==> config.mk <==
export PLATFORM = sky130hd
export DESIGN_NAME = coin_pulse_gen_flat
export DESIGN_NICKNAME = d
export VERILOG_FILES = /design/src/rtl/coin_pulse_gen_if.sv /design/src/rtl/coin_pulse_gen.sv /design/src/flat_wrapper.sv
export SDC_FILE = /design/constraint.sdc
export NUM_CORES = 1
export LEC_CHECK = 0
export ABC_AREA = 1
export BUFFER_PORTS_ARGS = -buffer_cell sky130_fd_sc_hd__buf_2
export CAP_MARGIN = 20
export CELL_PAD_IN_SITES_DETAIL_PLACEMENT = 1
export CELL_PAD_IN_SITES_GLOBAL_PLACEMENT = 1
export CORE_ASPECT_RATIO = 1.75
export CORE_UTILIZATION = 25
export CTS_BUF_LIST = sky130_fd_sc_hd__clkbuf_4 sky130_fd_sc_hd__clkbuf_8
export CTS_CLUSTER_DIAMETER = 200
export DETAILED_ROUTE_END_ITERATION = 16
export PLACE_DENSITY = 0.54
export SLEW_MARGIN = 10
export SYNTH_ARGS = -nofsm -noshare
export SYNTH_HDL_FRONTEND = slang
export SYNTH_SLANG_ARGS = --single-unit
==> constraint.sdc <==
create_clock -name clk -period 1.2 [get_ports clk]
set_clock_uncertainty 0.1 [all_clocks]
set_input_delay 0.18 -clock clk [delete_from_list [all_inputs] [get_ports clk]]
set_output_delay 0.18 -clock clk [all_outputs]
set_load 0.05 [all_outputs]
==> src/rtl/coin_pulse_gen_if.sv <==
// Coin sensor / pulse bundle between the raw sensor side and the coin conditioner.
// master = sensor/driver side, slave = conditioner side.
interface coin_pulse_gen_if;
  logic nickel_raw;
  logic dime_raw;
  logic Ni;
  logic Di;

  modport master (output nickel_raw, output dime_raw, input Ni, input Di);
  modport slave  (input nickel_raw, input dime_raw, output Ni, output Di);
endinterface

==> src/rtl/coin_pulse_gen.sv <==
// Coin conditioner: per-channel sync + debounce, then arbitration into single-cycle Ni/Di pulses.
// Optional macro COIN_SIMUL_REJECT_EN: discard simultaneous nickel+dime rises as a jam.
module coin_chan #(
  parameter int DEBOUNCE_CYCLES = 4
) (
  input  logic clk,
  input  logic reset,
  input  logic raw_i,
  output logic rise_o
);
  localparam logic [7:0] CNT_MAX = 8'(DEBOUNCE_CYCLES - 1);

  logic       s1_q, s2_q;
  logic       db_q, db_d;
  logic [7:0] cnt_q, cnt_d;

  always_comb begin
    db_d  = db_q;
    cnt_d = 8'd0;
    if (s2_q != db_q) begin
      if (cnt_q == CNT_MAX) db_d  = s2_q;
      else                  cnt_d = cnt_q + 8'd1;
    end
  end

  assign rise_o = db_d & ~db_q;

  always_ff @(posedge clk or posedge reset) begin
    if (reset) begin
      s1_q  <= 1'b0;
      s2_q  <= 1'b0;
      db_q  <= 1'b0;
      cnt_q <= 8'd0;
    end else begin
      s1_q  <= raw_i;
      s2_q  <= s1_q;
      db_q  <= db_d;
      cnt_q <= cnt_d;
    end
  end
endmodule

module coin_pulse_gen #(
  parameter int DEBOUNCE_CYCLES = 4
) (
  input  logic              clk,
  input  logic              reset,
  coin_pulse_gen_if.slave   bus
);
  localparam int NUM_CH = 2;

  // Channel 0 = nickel, channel 1 = dime.
  logic [NUM_CH-1:0] raw, rise;
  assign raw = {bus.dime_raw, bus.nickel_raw};

  for (genvar g = 0; g < NUM_CH; g++) begin : g_ch
    coin_chan #(.DEBOUNCE_CYCLES(DEBOUNCE_CYCLES)) u_chan (
      .clk    (clk),
      .reset  (reset),
      .raw_i  (raw[g]),
      .rise_o (rise[g])
    );
  end

`ifdef COIN_SIMUL_REJECT_EN
  typedef enum logic {IDLE = 1'b0} state_t;
`else
  typedef enum logic {IDLE = 1'b0, DIME_PEND = 1'b1} state_t;
`endif

  state_t state_q, state_d;
  logic   ni_q, ni_d, di_q, di_d;

  always_comb begin
    state_d = state_q;
    ni_d    = 1'b0;
    di_d    = 1'b0;
    case (state_q)
      IDLE: begin
        if (rise[0] && rise[1]) begin
`ifdef COIN_SIMUL_REJECT_EN
          // Jam: both coins dropped, FSM stays put.
          state_d = IDLE;
`else
          ni_d    = 1'b1;
          state_d = DIME_PEND;
`endif
        end else if (rise[0]) begin
          ni_d = 1'b1;
        end else if (rise[1]) begin
          di_d = 1'b1;
        end
      end
`ifndef COIN_SIMUL_REJECT_EN
      // Both debounced levels are already high here, so no new rise can arrive.
      DIME_PEND: begin
        di_d    = 1'b1;
        state_d = IDLE;
      end
`endif
      default: state_d = IDLE;
    endcase
  end

  always_ff @(posedge clk or posedge reset) begin
    if (reset) begin
      state_q <= IDLE;
      ni_q    <= 1'b0;
      di_q    <= 1'b0;
    end else begin
      state_q <= state_d;
      ni_q    <= ni_d;
      di_q    <= di_d;
    end
  end

  assign bus.Ni = ni_q;
  assign bus.Di = di_q;
endmodule

==> src/flat_wrapper.sv <==
// flat-port wrapper written by rule: the top's interface ports become plain ports
module coin_pulse_gen_flat 
#(
  parameter int DEBOUNCE_CYCLES = 4
)
  (clk, reset, bus_nickel_raw, bus_dime_raw, bus_Ni, bus_Di);
  coin_pulse_gen_if bus_i ();
  input  logic clk;
  input  logic reset;
  input wire logic [$bits(bus_i.nickel_raw)-1:0] bus_nickel_raw;
  input wire logic [$bits(bus_i.dime_raw)-1:0] bus_dime_raw;
  output wire logic [$bits(bus_i.Ni)-1:0] bus_Ni;
  output wire logic [$bits(bus_i.Di)-1:0] bus_Di;
  assign bus_i.nickel_raw = bus_nickel_raw;
  assign bus_i.dime_raw = bus_dime_raw;
  assign bus_Ni = bus_i.Ni;
  assign bus_Di = bus_i.Di;
  coin_pulse_gen #(.DEBOUNCE_CYCLES(DEBOUNCE_CYCLES)) u_core (.clk(clk), .reset(reset), .bus(bus_i));
endmodule
==> metrics.md, run 1 <==
| Metric | Value |
|---|---|
| Initial Util | 0.260 |
| Synth top area cells | dfrtp_1 58%, nor2_1 10%, nand2_1 6.3% |
| Share of layout cells above drive strength 1 | 0.410 |
| Mux cell area share after synthesis | 0 |
| CTS clk-pin slew, worst paths | 90 ps |
| Die Y-Extent | 88.8 µm |
| Largest net degree at the start of global routing | 26 |
| Yosys Warn Count | 0 |
| Die area | 0.00459 mm² |
| Ports | 6 |
| Adder-Cell Fraction of Synth Area | 0.0232 |
| Total Routed Length | 2530 µm |
| Nets | 163 |
| CP Capture Point | u_core.state_q |
| Worst hold path class | reg2reg |
| Cell taking the most area after synthesis | dfrtp_1 |
| Worst Max-Slew Pin Slew | 330 ps |
| R2R setup slack | -110 ps |
| Top-count cell post-synth | nor2_1 |
| Min-Delay Path Depth | 0 |
| Initial DRT Pass Iterations | 4 |
| Wire length of the first global-routing pass | 4240 µm |
| Core Util, Final | 0.377 |
| Final hold viol count | 0 |
| RSZ-0062 raised after global routing | yes |
| Cells after synthesis | 120 |
| Largest family of logic cells by synthesized area | simple AND/OR/NAND/NOR gates |
| # rows | 31 |
| Worst setup path startpoint | u_core.g_ch[0].u_chan.cnt_q[0] |
| Most used DFF post-synth | dfrtp_1 |
| Simple-gate portion of the synthesized area | 0.261 |
| Top cells by count, synth | 29 x nor2_1, 25 x dfrtp_1, 18 x nand2_1 |
| Clock sink total | 25 |
| Critical Path Sink Type | register |
| Initial drt markers | 8 |
| CP required | 1300 ps |
| Total GRT Usage | 0.125 |
| Initial antenna violation count | 0 |
| CP cell instances | ha_2 -> nand4_1 -> nor2_2 -> nor2b_1 |
| Tcrit/Tclk final | 1.09 |
| Core area | 0.00415 mm² |
| Clk root buf | clkbuf_8 |
| Crit-path max cell delay | 370 ps |
| Leakage | 0.722 nW |
| H-tree depth | 1 |
| Yosys top cell area share | 0.581 |
| Sequential fraction of the synthesis area | 0.581 |
| Max Freq | 0.766 GHz |
| # Max-Cap Violations | 0 |
| Failing checks | negative setup slack |
| Crit start category | register |
| Antenna viol nets, final | 0 |
| Via Count | 920 |
| Post-synth EDFFs | 0 |
| Reg-to-Reg End | u_core.state_q |
| Final count of pins violating max slew | 0 |
| Asr flop ratio synth | 1.00 |
| Final setup margin | -106 ps |
| Post-Syn Nets | 126 |
| IO buf count | 5 |
| Seq cells post-synth | 25 |
| Min Clock Period, post-route | 1310 ps |
| Tot Pwr | 2.35 mW |
| Power Dens Cells | 1510 mW/mm² |
| Relative slew slack | 0.780 |
| Vias per cell | 4.49 |
| Slowest CP cell | dfrtp_1 |
| Die width | 51.6 µm |
| Total CTS buffers | 3 |
| CP Max Fanout | 5 |
| Global route overflow | 0 |
| WS Path Type | reg2reg |
| Avg WL per Cell | 12.3 µm |
| Residual DRC | 0 |
| Worst reg2reg path depth | 4 |
| Vias in the first global route | 1040 |
| Reg2reg start | u_core.g_ch[0].u_chan.cnt_q[0] |
| Latest clock arrival within the worst-skew pair | 270 ps |
| Max VDD drop | 0.831 mV |
| Setup violators final | 13 |
| Critical Path AT | 1410 ps |
| Clk buf depth | 2 |
| Status | finished with violations |
| Unique masters post-synth | 16 |
| Compound-Gate Fraction of Synth Area | 0.0290 |
| Hpwl dp | 1870 µm |
| CTS tree | built |
| Area growth, synth to finish | 45.1% |
| Mapped Area | 0.00108 mm² |
| Synth Area in XOR/XNOR | 0.0569 |
| Syn avg cell area | 8.98 µm² |
| Antenna diode count | 0 |
| Placer Congestion | 0.771 |
-- logic make-up after synthesis --
kind of cell	count (synthesis)
AOI/OAI and AO/OA	6
xor gates and xnor gates	7
adders and majority gates	2
buffers and inverters	14
DFF	25
and+or+nand+nor	66
-- layout by cell type, fill, tap and decap left out, drive strengths merged --
cell / n
nor2: 29
o21ai: 3
nand2: 18
dlygate4sd3: 3
nor3b: 1
a21oi: 2
nor2b: 1
nand3: 9
clkinvlp: 1
clkbuf: 3
xor2: 5
or2: 1
inv: 14
dfrtp: 25
buf: 29
nand4: 2
a31oi: 1
ha: 2
nor3: 5
xnor2: 2
-- state kept, by name, indices dropped and copies added, names as in the netlist --
name and cells:
u_core.bus.Ni 1, u_core.g_ch.u_chan.cnt_q 16, u_core.bus.Di 1, u_core.g_ch.u_chan.s2_q 2, u_core.g_ch.u_chan.s1_q 2, u_core.g_ch.u_chan.db_q 2
u_core.state_q 1
-- power breakdown --
| part | switching [mW] | internal [mW] | leakage, nW |
|---|---|---|---|
| Clock | 0.271 | 0.235 | 0.0217 |
| Sequential | 0.0901 | 0.959 | 0.329 |
| Combinational | 0.432 | 0.365 | 0.371 |
| Total | 0.793 | 1.56 | 0.722 |
-- worst min-delay path by stage --
stage,from,to,slack [ps]
after floorplan,reset,u_core.bus.Di,110
after global placement,reset,u_core.g_ch[0].u_chan.cnt_q[3],160
after detailed placement,reset,u_core.g_ch[0].u_chan.cnt_q[5],160
after CTS,u_core.g_ch[1].u_chan.s1_q,u_core.g_ch[1].u_chan.s2_q,270
after global routing,u_core.g_ch[1].u_chan.s1_q,u_core.g_ch[1].u_chan.s2_q,270
final,u_core.g_ch[1].u_chan.s1_q,u_core.g_ch[1].u_chan.s2_q,260
-- final cells by class --
class / instances / area [µm²]
clock buffer: 3 / 41.3
clock inverter: 1 / 7.51
fill: 478 / 2590
inverter: 14 / 52.6
multi-input combinational: 81 / 529
sequential: 25 / 628
tap: 49 / 61.3
timing repair buffer: 32 / 243
-- per-stage QoR --
step / setup WS (ps) / TNS, ps / hold slack (ps) / cells / area (µm²)
after floorplan: 0.245 / 0 / 107 / 120 / 1080
after global placement: -54.9 / -337 / 156 / 189 / 1280
after detailed placement: -130 / -923 / 161 / 189 / 1280
after CTS: -128 / -748 / 269 / 201 / 1480
after global routing: -230 / -2070 / 273 / 205 / 1560
final: -106 / -679 / 262 / 205 / 1560
-- worst max-delay path: cells and delay by family, from the launching register on --
family / cells / cell delay, ps
simple gates: 3 / 570
flops: 1 / 370
fa+ha+maj: 1 / 200
-- metal layers --
metal  GRT usage  up-vias  wire length [µm]
li1            -      447                 -
met5           0        -                 0
met3      0.0172        6                34
met2       0.254        9              1510
met4      0.0541        0                38
met1       0.116      458               939
-- what timing repair did --
action	CTS	global route
gates resized for setup	22	16
pin swaps	9	10
hold buffers	3	0
buffers inserted	5	5
hold endpoints to repair	27	0
setup endpoints to repair	17	19
No activity file was read; power rests on OpenSTA's default activity.
==> run 2: changes to the inputs <==
--- a/config.mk
+++ b/config.mk
@@ -7,10 +7,8 @@
 export LEC_CHECK = 0
 export ABC_AREA = 1
 export BUFFER_PORTS_ARGS = -buffer_cell sky130_fd_sc_hd__buf_2
-export CAP_MARGIN = 20
 export CELL_PAD_IN_SITES_DETAIL_PLACEMENT = 1
 export CELL_PAD_IN_SITES_GLOBAL_PLACEMENT = 1
-export CORE_ASPECT_RATIO = 1.75
 export CORE_UTILIZATION = 25
 export CTS_BUF_LIST = sky130_fd_sc_hd__clkbuf_4 sky130_fd_sc_hd__clkbuf_8
 export CTS_CLUSTER_DIAMETER = 200
==> run 2 against run 1 <==
Net effect: the run still ends with negative setup slack left; core utilization rose by 1.8 points; non-clock buffer count rose by 2; design area rose by 2.4%; register-to-register slack got worse by 20 ps; maximum frequency fell by 1.3%; final cell count rose by 1.5%; critical path depth rose by 1; worst hold slack barely moved; largest cell class unchanged.
==> metrics.md, run 2 (synthesis gave the netlist of run 1 again) <==
| Metric | Value |
|---|---|
| Clock sink total | 25 (unchanged) |
| Vias in the first global route | 979 (was 1040) |
| Top reg by flops | u_core.g_ch.u_chan.cnt_q (unchanged) |
| Clk buf depth | 2 (unchanged) |
| Vias per cell | 4.49 (about the same) |
| CP cell instances | ha_2 -> nand4_1 -> buf_4 -> nand2_4 -> nor2_1 (was ha_2 -> nand4_1 -> nor2_2 -> nor2b_1) |
| Placer Congestion | 0.733 (was 0.771) |
| Final setup margin | -123 ps (was -106 ps) |
| Initial antenna violation count | 0 (unchanged) |
| Nets | 165 (was 163) |
| Leakage | 0.779 nW (was 0.722 nW) |
| Die width | 67.6 µm (was 51.6 µm) |
| CTS tree | built (unchanged) |
| Relative slew slack | 0.774 (was 0.780) |
| Max Freq | 0.756 GHz (was 0.766 GHz) |
| Antenna viol nets, final | 0 (unchanged) |
| Ports | 6 (unchanged) |
| # Max-Cap Violations | 0 (unchanged) |
| Setup_tns | -985 ps (was -679 ps) |
| WS Path Type | reg2reg (unchanged) |
| Crit-path max cell delay | 370 ps (about the same) |
| Setup violators final | 15 (was 13) |
| Hpwl dp | 1750 µm (was 1870 µm) |
| Worst Max-Slew Pin Slew | 339 ps (was 330 ps) |
| IO buf count | 5 (unchanged) |
| Layout Cells excl Fill | 208 (was 205) |
| Slowest CP cell | dfrtp_1 (unchanged) |
| Commonest non-fill, non-tap cell in the layout | dfrtp_1 (unchanged) |
| Largest net degree at the start of global routing | 26 (unchanged) |
| Tot Pwr | 2.48 mW (was 2.35 mW) |
| Critical Path Sink Type | register (unchanged) |
| Tcrit/Tclk final | 1.10 (was 1.09) |
| Residual DRC | 0 (unchanged) |
| Antenna diode count | 0 (unchanged) |
| Total Routed Length | 2650 µm (was 2530 µm) |
| Critical Path AT | 1380 ps (was 1410 ps) |
| Failing checks | negative setup slack (unchanged) |
| Avg WL per Cell | 12.7 µm (was 12.3 µm) |
| Crit start category | register (unchanged) |
| CP required | 1260 ps (was 1300 ps) |
| Initial drt markers | 12 (was 8) |
| Final count of pins violating max slew | 0 (unchanged) |
| Min Clock Period, post-route | 1320 ps (was 1310 ps) |
| Power Dens Cells | 1550 mW/mm² (was 1510 mW/mm²) |
| Most frequent cells in the layout | 24 x dfrtp_1, 23 x buf_4, 17 x nor2_1 (was 23 x dfrtp_1, 22 x buf_4, 18 x nor2_1) |
| Wire length of the first global-routing pass | 4280 µm (was 4240 µm) |
| Final hold viol count | 0 (unchanged) |
| CP Max Fanout | 4 (was 5) |
| R2R setup slack | -120 ps (was -110 ps) |
| Initial DRT Pass Iterations | 4 (unchanged) |
| Latest clock arrival within the worst-skew pair | 270 ps (about the same) |
| Share of layout cells above drive strength 1 | 0.430 (was 0.410) |
| CTS clk-pin slew, worst paths | 90 ps (about the same) |
| Core area | 0.00406 mm² (was 0.00415 mm²) |
| Max reg flops | 16 (unchanged) |
| Clk root buf | clkbuf_8 (unchanged) |
| Die Y-Extent | 67.6 µm (was 88.8 µm) |
| Die area | 0.00458 mm² (was 0.00459 mm²) |
| Worst slack, placed | -92.1 ps (was -130 ps) |
| # rows | 23 (was 31) |
| Area growth, synth to finish | 48.5% (was 45.1%) |
| Worst hold path class | reg2reg (unchanged) |
| Max VDD drop | 0.832 mV (was 0.831 mV) |
| Minimum hold slack | 262 ps (about the same) |
| Total GRT Usage | 0.129 (was 0.125) |
| Global route overflow | 0 (unchanged) |
| Via Count | 934 (was 920) |
| Status | finished with violations (unchanged) |
| Placed insts | 190 (was 189) |
| Initial Util | 0.265 (was 0.260) |
| RSZ-0062 raised after global routing | yes (unchanged) |
| Total CTS buffers | 3 (unchanged) |
| H-tree depth | 1 (unchanged) |
[run 2: changes by cell type in the layout (fill, tap and decap cells not counted), moves of 2 or more]
cell and delta:
nand2_1 -3, inv_1 +2, inv_2 -2, nand2_4 +2, nand3_4 -2, nor2_2 +2
nor3_2 -2, nor3_4 +2, o21ai_0 -2, o21ai_1 +2
[run 2: what timing repair did]
action | 4_1_cts | 5_1_grt
resized for setup | 12 | 32
setup buffers | 2 | 9
hold buffers | 3 | 0
setup endpoints to repair | 15 | 19
hold endpoints to repair | 27 | 0
pin swaps | 7 | 19
[run 2: final timing paths]
path / depth (start not counted) / end / startpoint
worst max-delay path: 5 / u_core.g_ch[0].u_chan.cnt_q[6] / u_core.g_ch[0].u_chan.cnt_q[1]
worst min-delay path: 0 / u_core.g_ch[0].u_chan.s2_q / u_core.g_ch[0].u_chan.s1_q
worst max register to register: 5 / u_core.g_ch[0].u_chan.cnt_q[6] / u_core.g_ch[0].u_chan.cnt_q[1]
worst min register to register: 0 / u_core.g_ch[0].u_chan.s2_q / u_core.g_ch[0].u_chan.s1_q
max in group asynchronous: 4 / u_core.g_ch[1].u_chan.cnt_q[3] / reset
min in group asynchronous: 4 / u_core.g_ch[1].u_chan.cnt_q[6] / reset
[run 2: power breakdown]
group	switching, mW	leakage, nW	internal, mW	total [mW]
Sequential	0.106	0.331	0.957	1.06
Combinational	0.473	0.422	0.444	0.917
Clock	0.268	0.0255	0.232	0.500
[run 2: cell type report]
cell class / instances / area [µm²]
Multi-Input combinational cell: 81 / 551
Clock inverter: 1 / 5.00
Sequential cell: 25 / 627
Timing Repair Buffer: 34 / 262
Fill cell: 477 / 2460
Inverter: 14 / 52.6
Clock buffer: 3 / 41.3
Tap cell: 50 / 62.6
[run 2: critical path: cells and delay by family (launching register included)]
kind / cells / cell delay, ps
adder cells (fa/ha/maj): 1 / 210
AND/OR/NAND/NOR: 3 / 330
flip-flops: 1 / 370
buffers and inverters: 1 / 210
[run 2: per-layer routing]
metal | global-route usage | up-vias | wire length, µm
met2 | 0.226 | 5 | 1350
li1 | - | 452 | -
met5 | 0 | - | 0
met3 | 0.0253 | 2 | 30
met4 | 0.0479 | 0 | 22
met1 | 0.154 | 475 | 1250
[run 2: through the flow]
stage | instance area, µm² | utilization
CTS | 1430 | 0.352
floorplan | 1080 | -
global placement | 1280 | 0.315
detailed placement | 1280 | 0.315
global route | 1600 | 0.394
finish | 1600 | 0.394
==> run 3: changes to the inputs <==
--- a/config.mk
+++ b/config.mk
@@ -13,7 +13,8 @@
 export CTS_BUF_LIST = sky130_fd_sc_hd__clkbuf_4 sky130_fd_sc_hd__clkbuf_8
 export CTS_CLUSTER_DIAMETER = 200
 export DETAILED_ROUTE_END_ITERATION = 16
-export PLACE_DENSITY = 0.54
+export MAX_ROUTING_LAYER = met4
+export PLACE_DENSITY = 0.61
 export SLEW_MARGIN = 10
 export SYNTH_ARGS = -nofsm -noshare
 export SYNTH_HDL_FRONTEND = slang
==> constraint.sdc (replaced) <==
create_clock -name clk -period 1.2 [get_ports clk]
set_clock_uncertainty 0.1 [all_clocks]
set_input_delay 0.18 -clock clk [delete_from_list [all_inputs] [get_ports clk]]
set_output_delay 0.18 -clock clk [all_outputs]
set_load 0.01 [all_outputs]
==> run 3 against run 2 <==
Net effect: the flow still finishes with violations (negative setup slack); sequential share of layout area grew 2.1 points; register-to-register slack is essentially flat; first-iteration DRC count grew 100%; die area is the same; worst setup slack lost 6.2 ps; critical path depth is the same; maximum frequency shrank 0.47%; non-clock buffer count shrank 6; critical path type unchanged.
==> metrics.md, run 3 (synthesis gave the netlist of run 1 again) <==
| Metric | Value |
|---|---|
| CP cell instances | ha_2 -> nand4_1 -> buf_4 -> nand2_1 -> o21ai_1 (was ha_2 -> nand4_1 -> buf_4 -> nand2_4 -> nor2_1) |
| Ports | 6 (unchanged) |
| Hpwl dp | 1740 µm (was 1750 µm) |
| Buf+Inv Stages, Crit Path | 1 (unchanged) |
| Vias per cell | 4.34 (was 4.49) |
| Setup violators final | 14 (was 15) |
| Crit-path max cell delay | 360 ps (was 370 ps) |
| Antenna viol nets, final | 0 (unchanged) |
| Critical Path Sink Type | register (unchanged) |
| Layout Cells excl Fill | 202 (was 208) |
| RSZ-0062 raised after global routing | yes (unchanged) |
| Relative slew slack | 0.785 (was 0.774) |
| # Max-Cap Violations | 0 (unchanged) |
| Initial Util | 0.265 (unchanged) |
| Max reg flops | 16 (unchanged) |
| Initial DRT Pass Iterations | 4 (unchanged) |
| WS Path Type | reg2reg (unchanged) |
| Final count of pins violating max slew | 0 (unchanged) |
| Latest clock arrival within the worst-skew pair | 260 ps (was 270 ps) |
| Most frequent cells in the layout | 25 x dfrtp_1, 20 x buf_4, 18 x nor2_1 (was 24 x dfrtp_1, 23 x buf_4, 17 x nor2_1) |
| Die area | 0.00458 mm² (unchanged) |
| Clk root buf | clkbuf_8 (unchanged) |
| CTS clk-pin slew, worst paths | 90 ps (about the same) |
| IO buf count | 5 (unchanged) |
| CTS tree | built (unchanged) |
| H-tree depth | 1 (unchanged) |
| CP required | 1260 ps (about the same) |
| Crit start category | register (unchanged) |
| Initial antenna violation count | 0 (unchanged) |
| Area post-placement | 0.00126 mm² (was 0.00128 mm²) |
| Residual DRC | 0 (unchanged) |
| Initial drt markers | 24 (was 12) |
| Clk buf depth | 2 (unchanged) |
| Largest delay share family, worst path | flip-flops (unchanged) |
| Top reg by flops | u_core.g_ch.u_chan.cnt_q (unchanged) |
| Total GRT Usage | 0.124 (was 0.129) |
| Vias in the first global route | 953 (was 979) |
| Share of layout cells above drive strength 1 | 0.368 (was 0.430) |
| Placer Congestion | 0.831 (was 0.733) |
| Status | finished with violations (unchanged) |
| Final hold viol count | 0 (unchanged) |
| CP Max Fanout | 4 (unchanged) |
| Leakage | 0.725 nW (was 0.779 nW) |
| Finished layout cell area | 0.00152 mm² (was 0.00160 mm²) |
| Largest net degree at the start of global routing | 26 (unchanged) |
| Critical Path AT | 1390 ps (was 1380 ps) |
| Worst Max-Slew Pin Slew | 323 ps (was 339 ps) |
| Slowest CP cell | dfrtp_1 (unchanged) |
| Max VDD drop | 0.819 mV (was 0.832 mV) |
| Total Routed Length | 2540 µm (was 2650 µm) |
| Clock sink total | 25 (unchanged) |
| Placed insts | 188 (was 190) |
| Power Dens Cells | 1530 mW/mm² (was 1550 mW/mm²) |
| Avg WL per Cell | 12.6 µm (was 12.7 µm) |
| Max Freq | 0.752 GHz (was 0.756 GHz) |
| Core area | 0.00406 mm² (unchanged) |
| Commonest non-fill, non-tap cell in the layout | dfrtp_1 (unchanged) |
| Total CTS buffers | 3 (unchanged) |
| Wire length of the first global-routing pass | 4040 µm (was 4280 µm) |
| Nets | 159 (was 165) |
| Global route overflow | 0 (unchanged) |
| Tcrit/Tclk final | 1.11 (was 1.10) |
| Minimum hold slack | 257 ps (was 262 ps) |
| Failing checks | negative setup slack (unchanged) |
| Min Clock Period, post-route | 1330 ps (was 1320 ps) |
| Area growth, synth to finish | 40.7% (was 48.5%) |
| # rows | 23 (unchanged) |
| Setup_tns | -1050 ps (was -985 ps) |
| Final setup margin | -129 ps (was -123 ps) |
| Die width | 67.6 µm (unchanged) |
| Antenna diode count | 0 (unchanged) |
| Die Y-Extent | 67.6 µm (unchanged) |
| Via Count | 876 (was 934) |
| Worst hold path class | reg2reg (unchanged) |
==> run 3: area by class of cell <==
type,instances,area [µm²]
inverter,14,52.6
multi-input combinational,81,520
clock buffer,4,48.8
tap,50,62.6
fill,472,2540
timing repair buffer,28,205
sequential,25,626
==> run 3: timing repair <==
action / in CTS / in global routing
endpoints found under the setup margin: 15 / 21
hold endpoints to repair: 27 / 0
setup buffers: 2 / 5
gates resized for setup: 15 / 19
pin swaps: 8 / 13
hold buffers: 3 / 0
==> run 3: final timing paths <==
| check | startpoint | endpoint | slack, ps | depth (start not counted) |
|---|---|---|---|---|
| max in group asynchronous | reset | u_core.g_ch[0].u_chan.s1_q | 340 | 4 |
| worst max-delay path | u_core.g_ch[0].u_chan.cnt_q[1] | u_core.g_ch[0].u_chan.db_q | -130 | 5 |
| worst min register to register | u_core.g_ch[0].u_chan.s1_q | u_core.g_ch[0].u_chan.s2_q | 260 | 0 |
| min in group asynchronous | reset | u_core.g_ch[0].u_chan.cnt_q[3] | 410 | 4 |
| worst min-delay path | u_core.g_ch[0].u_chan.s1_q | u_core.g_ch[0].u_chan.s2_q | 260 | 0 |
| worst max register to register | u_core.g_ch[0].u_chan.cnt_q[1] | u_core.g_ch[0].u_chan.db_q | -130 | 5 |
==> run 3: where the power goes <==
group | total, mW | switching, mW | internal [mW] | leakage, nW
Sequential | 1.05 | 0.0933 | 0.957 | 0.333
Combinational | 0.751 | 0.409 | 0.343 | 0.366
Clock | 0.513 | 0.254 | 0.260 | 0.0262
==> run 3: through the flow <==
stage | power (mW) | utilization | setup slack (ps)
global route | 2.48 | 0.373 | -187
detailed placement | 1.61 | 0.312 | -162
global placement | 1.56 | 0.312 | -64.0
finish | 2.31 | 0.373 | -129
floorplan | 1.38 | - | 0.245
CTS | 2.25 | 0.350 | -123
==> run 3: metal layers <==
| layer | wire (µm) | GRT usage |
|---|---|---|
| met1 | 1030 | 0.132 |
| met2 | 1460 | 0.229 |
| met3 | 48 | 0.0355 |
| met4 | 0 | 0.0160 |
| met5 | 0 | - |
